File: config.mk
export PLATFORM = sky130hd
export DESIGN_NAME = input_conditioner
export DESIGN_NICKNAME = d
export VERILOG_FILES = /design/src/rtl/input_conditioner.sv
export SDC_FILE = /design/constraint.sdc
export NUM_CORES = 1
export LEC_CHECK = 0
export ABC_CLOCK_PERIOD_IN_PS = 5550
export CAP_MARGIN = 10
export CORE_ASPECT_RATIO = 1.25
export CORE_MARGIN = 2
export CORE_UTILIZATION = 65
export CTS_BUF_LIST = sky130_fd_sc_hd__clkbuf_8 sky130_fd_sc_hd__clkbuf_16
export DETAILED_ROUTE_END_ITERATION = 8
export GPL_TIMING_DRIVEN = 0
export MAX_ROUTING_LAYER = met4
export PLACE_DENSITY = 0.91
export SLEW_MARGIN = 20
export SYNTH_ARGS = -nofsm -noshare
export SYNTH_HDL_FRONTEND = slang
export SYNTH_SLANG_ARGS = --single-unit
File: constraint.sdc
create_clock -name clk -period 5.55 [get_ports clk]
set_clock_uncertainty 0.2 [all_clocks]
set_input_delay 1.11 -clock clk [delete_from_list [all_inputs] [get_ports clk]]
set_output_delay 1.11 -clock clk [all_outputs]
set_load 0.005 [all_outputs]
File: src/rtl/input_conditioner.sv
// Board input conditioner: two-flop synchronizer plus counter debouncer per switch/key bit.
// Define KEY_EDGE_LATCH_EN to add per-key sticky press flags on o_keys_data[7:4].
module input_conditioner #(
   parameter int unsigned DEBOUNCE_CYCLES = 250000,
   parameter int unsigned NUM_SW          = 18,
   parameter int unsigned NUM_KEY         = 4
) (
   input  logic               clk,
   input  logic               rst_n,
   input  logic [NUM_SW-1:0]  i_sw_raw,
   input  logic [NUM_KEY-1:0] i_key_raw,
   input  logic [NUM_KEY-1:0] i_key_clr,
   output logic [31:0]        o_sw_data,
   output logic [31:0]        o_keys_data
);

   localparam int unsigned NumBits = NUM_SW + NUM_KEY;
   localparam int unsigned CntW    = (DEBOUNCE_CYCLES > 1) ? $clog2(DEBOUNCE_CYCLES) : 1;
   localparam logic [CntW-1:0] CntMax = CntW'(DEBOUNCE_CYCLES - 1);
   // Keys are active-low on the board: their sync flops idle high and their level is inverted.
   localparam logic [NumBits-1:0] KeyMask = {{NUM_KEY{1'b1}}, {NUM_SW{1'b0}}};

   logic [NumBits-1:0] raw;
   logic [NumBits-1:0] meta_q;
   logic [NumBits-1:0] sync_q;
   logic [NumBits-1:0] level;
   logic [NumBits-1:0] deb_q;
   logic [NumBits-1:0] deb_d;
   logic [CntW-1:0]    cnt_q [NumBits];
   logic [CntW-1:0]    cnt_d [NumBits];
   logic [NUM_KEY-1:0] key_flags;

   assign raw   = {i_key_raw, i_sw_raw};
   assign level = sync_q ^ KeyMask;

   always_ff @(posedge clk or negedge rst_n) begin
      if (!rst_n) begin
         meta_q <= KeyMask;
         sync_q <= KeyMask;
      end else begin
         meta_q <= raw;
         sync_q <= meta_q;
      end
   end

   always_comb begin
      deb_d = deb_q;
      for (int i = 0; i < NumBits; i++) begin
         cnt_d[i] = cnt_q[i];
         if (level[i] == deb_q[i]) begin
            cnt_d[i] = '0;
         end else if (cnt_q[i] == CntMax) begin
            cnt_d[i] = '0;
            deb_d[i] = ~deb_q[i];
         end else begin
            cnt_d[i] = cnt_q[i] + CntW'(1);
         end
      end
   end

   always_ff @(posedge clk or negedge rst_n) begin
      if (!rst_n) begin
         deb_q <= '0;
         for (int i = 0; i < NumBits; i++) begin
            cnt_q[i] <= '0;
         end
      end else begin
         deb_q <= deb_d;
         for (int i = 0; i < NumBits; i++) begin
            cnt_q[i] <= cnt_d[i];
         end
      end
   end

`ifdef KEY_EDGE_LATCH_EN
   logic [NUM_KEY-1:0] flag_q;
   logic [NUM_KEY-1:0] flag_d;
   logic [NUM_KEY-1:0] key_rise;

   // A new press wins over a clear arriving on the same edge.
   assign key_rise = deb_d[NumBits-1 -: NUM_KEY] & ~deb_q[NumBits-1 -: NUM_KEY];
   assign flag_d   = (flag_q & ~i_key_clr) | key_rise;

   always_ff @(posedge clk or negedge rst_n) begin
      if (!rst_n) begin
         flag_q <= '0;
      end else begin
         flag_q <= flag_d;
      end
   end

   assign key_flags = flag_q;
`else
   logic unused_key_clr;
   assign unused_key_clr = ^i_key_clr;
   assign key_flags      = '0;
`endif

   always_comb begin
      o_sw_data                  = '0;
      o_sw_data[NUM_SW-1:0]      = deb_q[NUM_SW-1:0];
      o_keys_data                = '0;
      o_keys_data[NUM_KEY-1:0]   = deb_q[NumBits-1 -: NUM_KEY];
      o_keys_data[4 +: NUM_KEY]  = key_flags;
   end

endmodule

==> qor.txt <==
Outcome = finished, final reports clean
CP max-delay cell = clkdlybuf4s50_1
Post-DRT Antenna Nets = 0
Setup bufs post-CTS = 0
Routed via count = 16700
Die footprint = 0.0355 mm^2
Crit Path Class = reg -> out
Relative slew slack = 0.408
Die W = 169 um
First-pass DRT Iterations = 5
Worst setup margin = 2.72 ns
Core area = 0.0336 mm^2
Worst-path clk slew = 0.06 ns
Total routed wirelength = 42800 um
Most common cell after layout, fill and taps aside = dfrtp_1
Num rows = 75
CP max stage delay = 0.59 ns
First-pass GRT wire length = 75300 um
Ratio of cells with drive above 1 in the final layout = 0.0800
Critical path required time = 4.24 ns
Total clock sinks = 462
Starting Density = 0.658
Antenna violations before repair = 1
CP delay by family, top = buffers and inverters
Most frequent cells in the layout = dfrtp_1, nor2_1, xnor2_1, nand3_1, nand4_1
Number of synthesized flops with an enable pin = 0
Max VDD drop = 270 uV
Crit share post-route = 0.510
CTS tree = built
PD cells = 276 mW/mm^2
Syn avg cell area = 10.0 um^2
I/O Buffers = 45
TritonCTS buffer count = 45
Ys async rst share = 1.00
Hold Fails Final Rpt = 0
Util after Layout = 0.742
Max Cap Viol = 0
Slew Viols, Final = 0
Crit path buffers/inverters = 1
CP startpoint kind = flip-flop
Max frequency = 354 MHz
Crit Path Max Fanout = 3
# DRC = 0
RSZ-0062 raised after global routing = no
Nets@finish = 2389
Minimum clock period = 2.83 ns
Slew at the pin closest to its max-slew limit = 0.878 ns
Leakage power = 9.99 nW
Post-CTS Hold Buffers = 0
Placement Cell Area = 0.0234 mm^2
RePlAce Congestion = 0.893
Clock Latency Late Sink = 0.56 ns
Ys flop type = dfrtp_1
Place WS = 2.41 ns
GRT Total Usage = 0.257
Drt via density = 5.95
Crit path arrival time = 1.52 ns
Number of global-route vias before repair = 16800
Setup Viol. Count Final = 0
Cell Chain, Critical Path = clkdlybuf4s50_1
Area growth, synth to finish = 12.6%
Cells after Synth = 2202
Yosys reg bits = 462
Sequential area share after synthesis = 0.523
Post_cts resized = 0
Largest net degree at the start of global routing = 108
Boundary Pins = 92
Min-Delay Path Class = reg -> reg
DR WL/cell = 15.3 um
Filler cell count = 2166
Die height = 210 um
Crit. End Element = primary output
CTS Buffer Depth = 3
Ys Warns = 0
Grt total ovfl = 0
Final Cell Area = 0.0249 mm^2
Post-DP HPWL = 28400 um
Clk root buf = clkbuf_16
Netlist Area Pre-Place = 0.0221 mm^2
Starting DRT DRC Count = 1349
H-tree depth = 2
Distinct cells, synth = 50
-- where the power goes --
part	switching (mW)	internal, mW
Clock	1.28	1.86
Sequential	0.0538	3.43
Combinational	0.169	0.0957
-- cell type report --
class / count / area, um^2 / share of cell area
Clock inverter: 26 / 230 / 0.00924
Inverter: 69 / 259 / 0.0104
Multi-Input combinational cell: 1642 / 9970 / 0.400
Tap cell: 423 / 529 / 0.0212
Clock buffer: 57 / 1310 / 0.0527
Timing Repair Buffer: 49 / 566 / 0.0227
Antenna cell: 1 / 2.50 / 0.000100
Buffer: 70 / 470 / 0.0189
Sequential cell: 462 / 11600 / 0.464
-- synthesized netlist by cell type (6+ instances only) --
cell type,number,area [um^2]
a21oi_1,32,160
and3_1,12,75.1
and4_1,20,175
buf_2,9,45.0
buf_4,42,315
clkbuf_1,13,48.8
dfrtp_1,454,11400
dfstp_2,8,210
ha_1,22,275
inv_1,69,259
mux2_2,18,203
nand2_1,104,390
nand3_1,139,696
nand4_1,127,795
nor2_1,435,1630
nor3_1,60,300
nor4_1,118,738
nor4b_1,11,96.3
o21ai_0,21,105
o21ai_1,6,30.0
o31ai_1,18,135
o41ai_2,8,130
or3_1,31,194
or4_1,27,203
or4b_1,10,100
xnor2_1,253,2220
xor2_1,85,744
-- per-layer routing --
layer / global-route usage / vias to the layer above / wire length (um)
met1: 0.312 / 8171 / 17700
li1: - / 7926 / -
met2: 0.444 / 462 / 22300
met4: 0.0852 / 0 / 1040
met5: - / - / 0
met3: 0.0376 / 106 / 1810
-- final timing paths --
path | cells after the start | endpoint | slack [ns] | startpoint
max | 1 | o_sw_data[11] | 2.72 | deb_q[11]
min | 0 | sync_q[9] | 0.15 | meta_q[9]
max reg2reg | 5 | cnt_q[261] | 2.95 | cnt_q[262]
min reg2reg | 0 | sync_q[9] | 0.15 | meta_q[9]
max in group asynchronous | 4 | sync_q[3] | 3.15 | rst_n
min in group asynchronous | 1 | cnt_q[342] | 0.28 | rst_n
-- kinds of logic (layout without fill, tap and decap cells) --
kind of cell / after synthesis / count (layout) / synth area share
buf+inv: 139 / 271 / 0.0330
simple gates: 1122 / 1122 / 0.254
fa+ha+maj: 22 / 22 / 0.0124
xor+xnor: 338 / 338 / 0.134
compound gates: 97 / 97 / 0.0328
flops: 462 / 462 / 0.523
other cells: 1 / 43 / 0.000170
mux: 21 / 21 / 0.0105
-- flip-flops by register name, summed over array words and instances (netlist names) --
signal,flops
sync_q,22
meta_q,22
deb_q,22
cnt_q,396
-- stage by stage --
stage | power (mW) | instances | setup TNS [ns] | hold WS, ns
floorplan | 3.67 | 2243 | 0 | 0.131
global placement | 3.79 | 2711 | -7349.64 | 0.132
detailed placement | 3.81 | 2715 | 0 | 0.136
CTS | 6.95 | 2798 | 0 | 0.149
global route | 7.14 | 2799 | 0 | 0.153
finish | 6.88 | 2799 | 0 | 0.147
No activity file was read; power rests on OpenSTA's default activity.
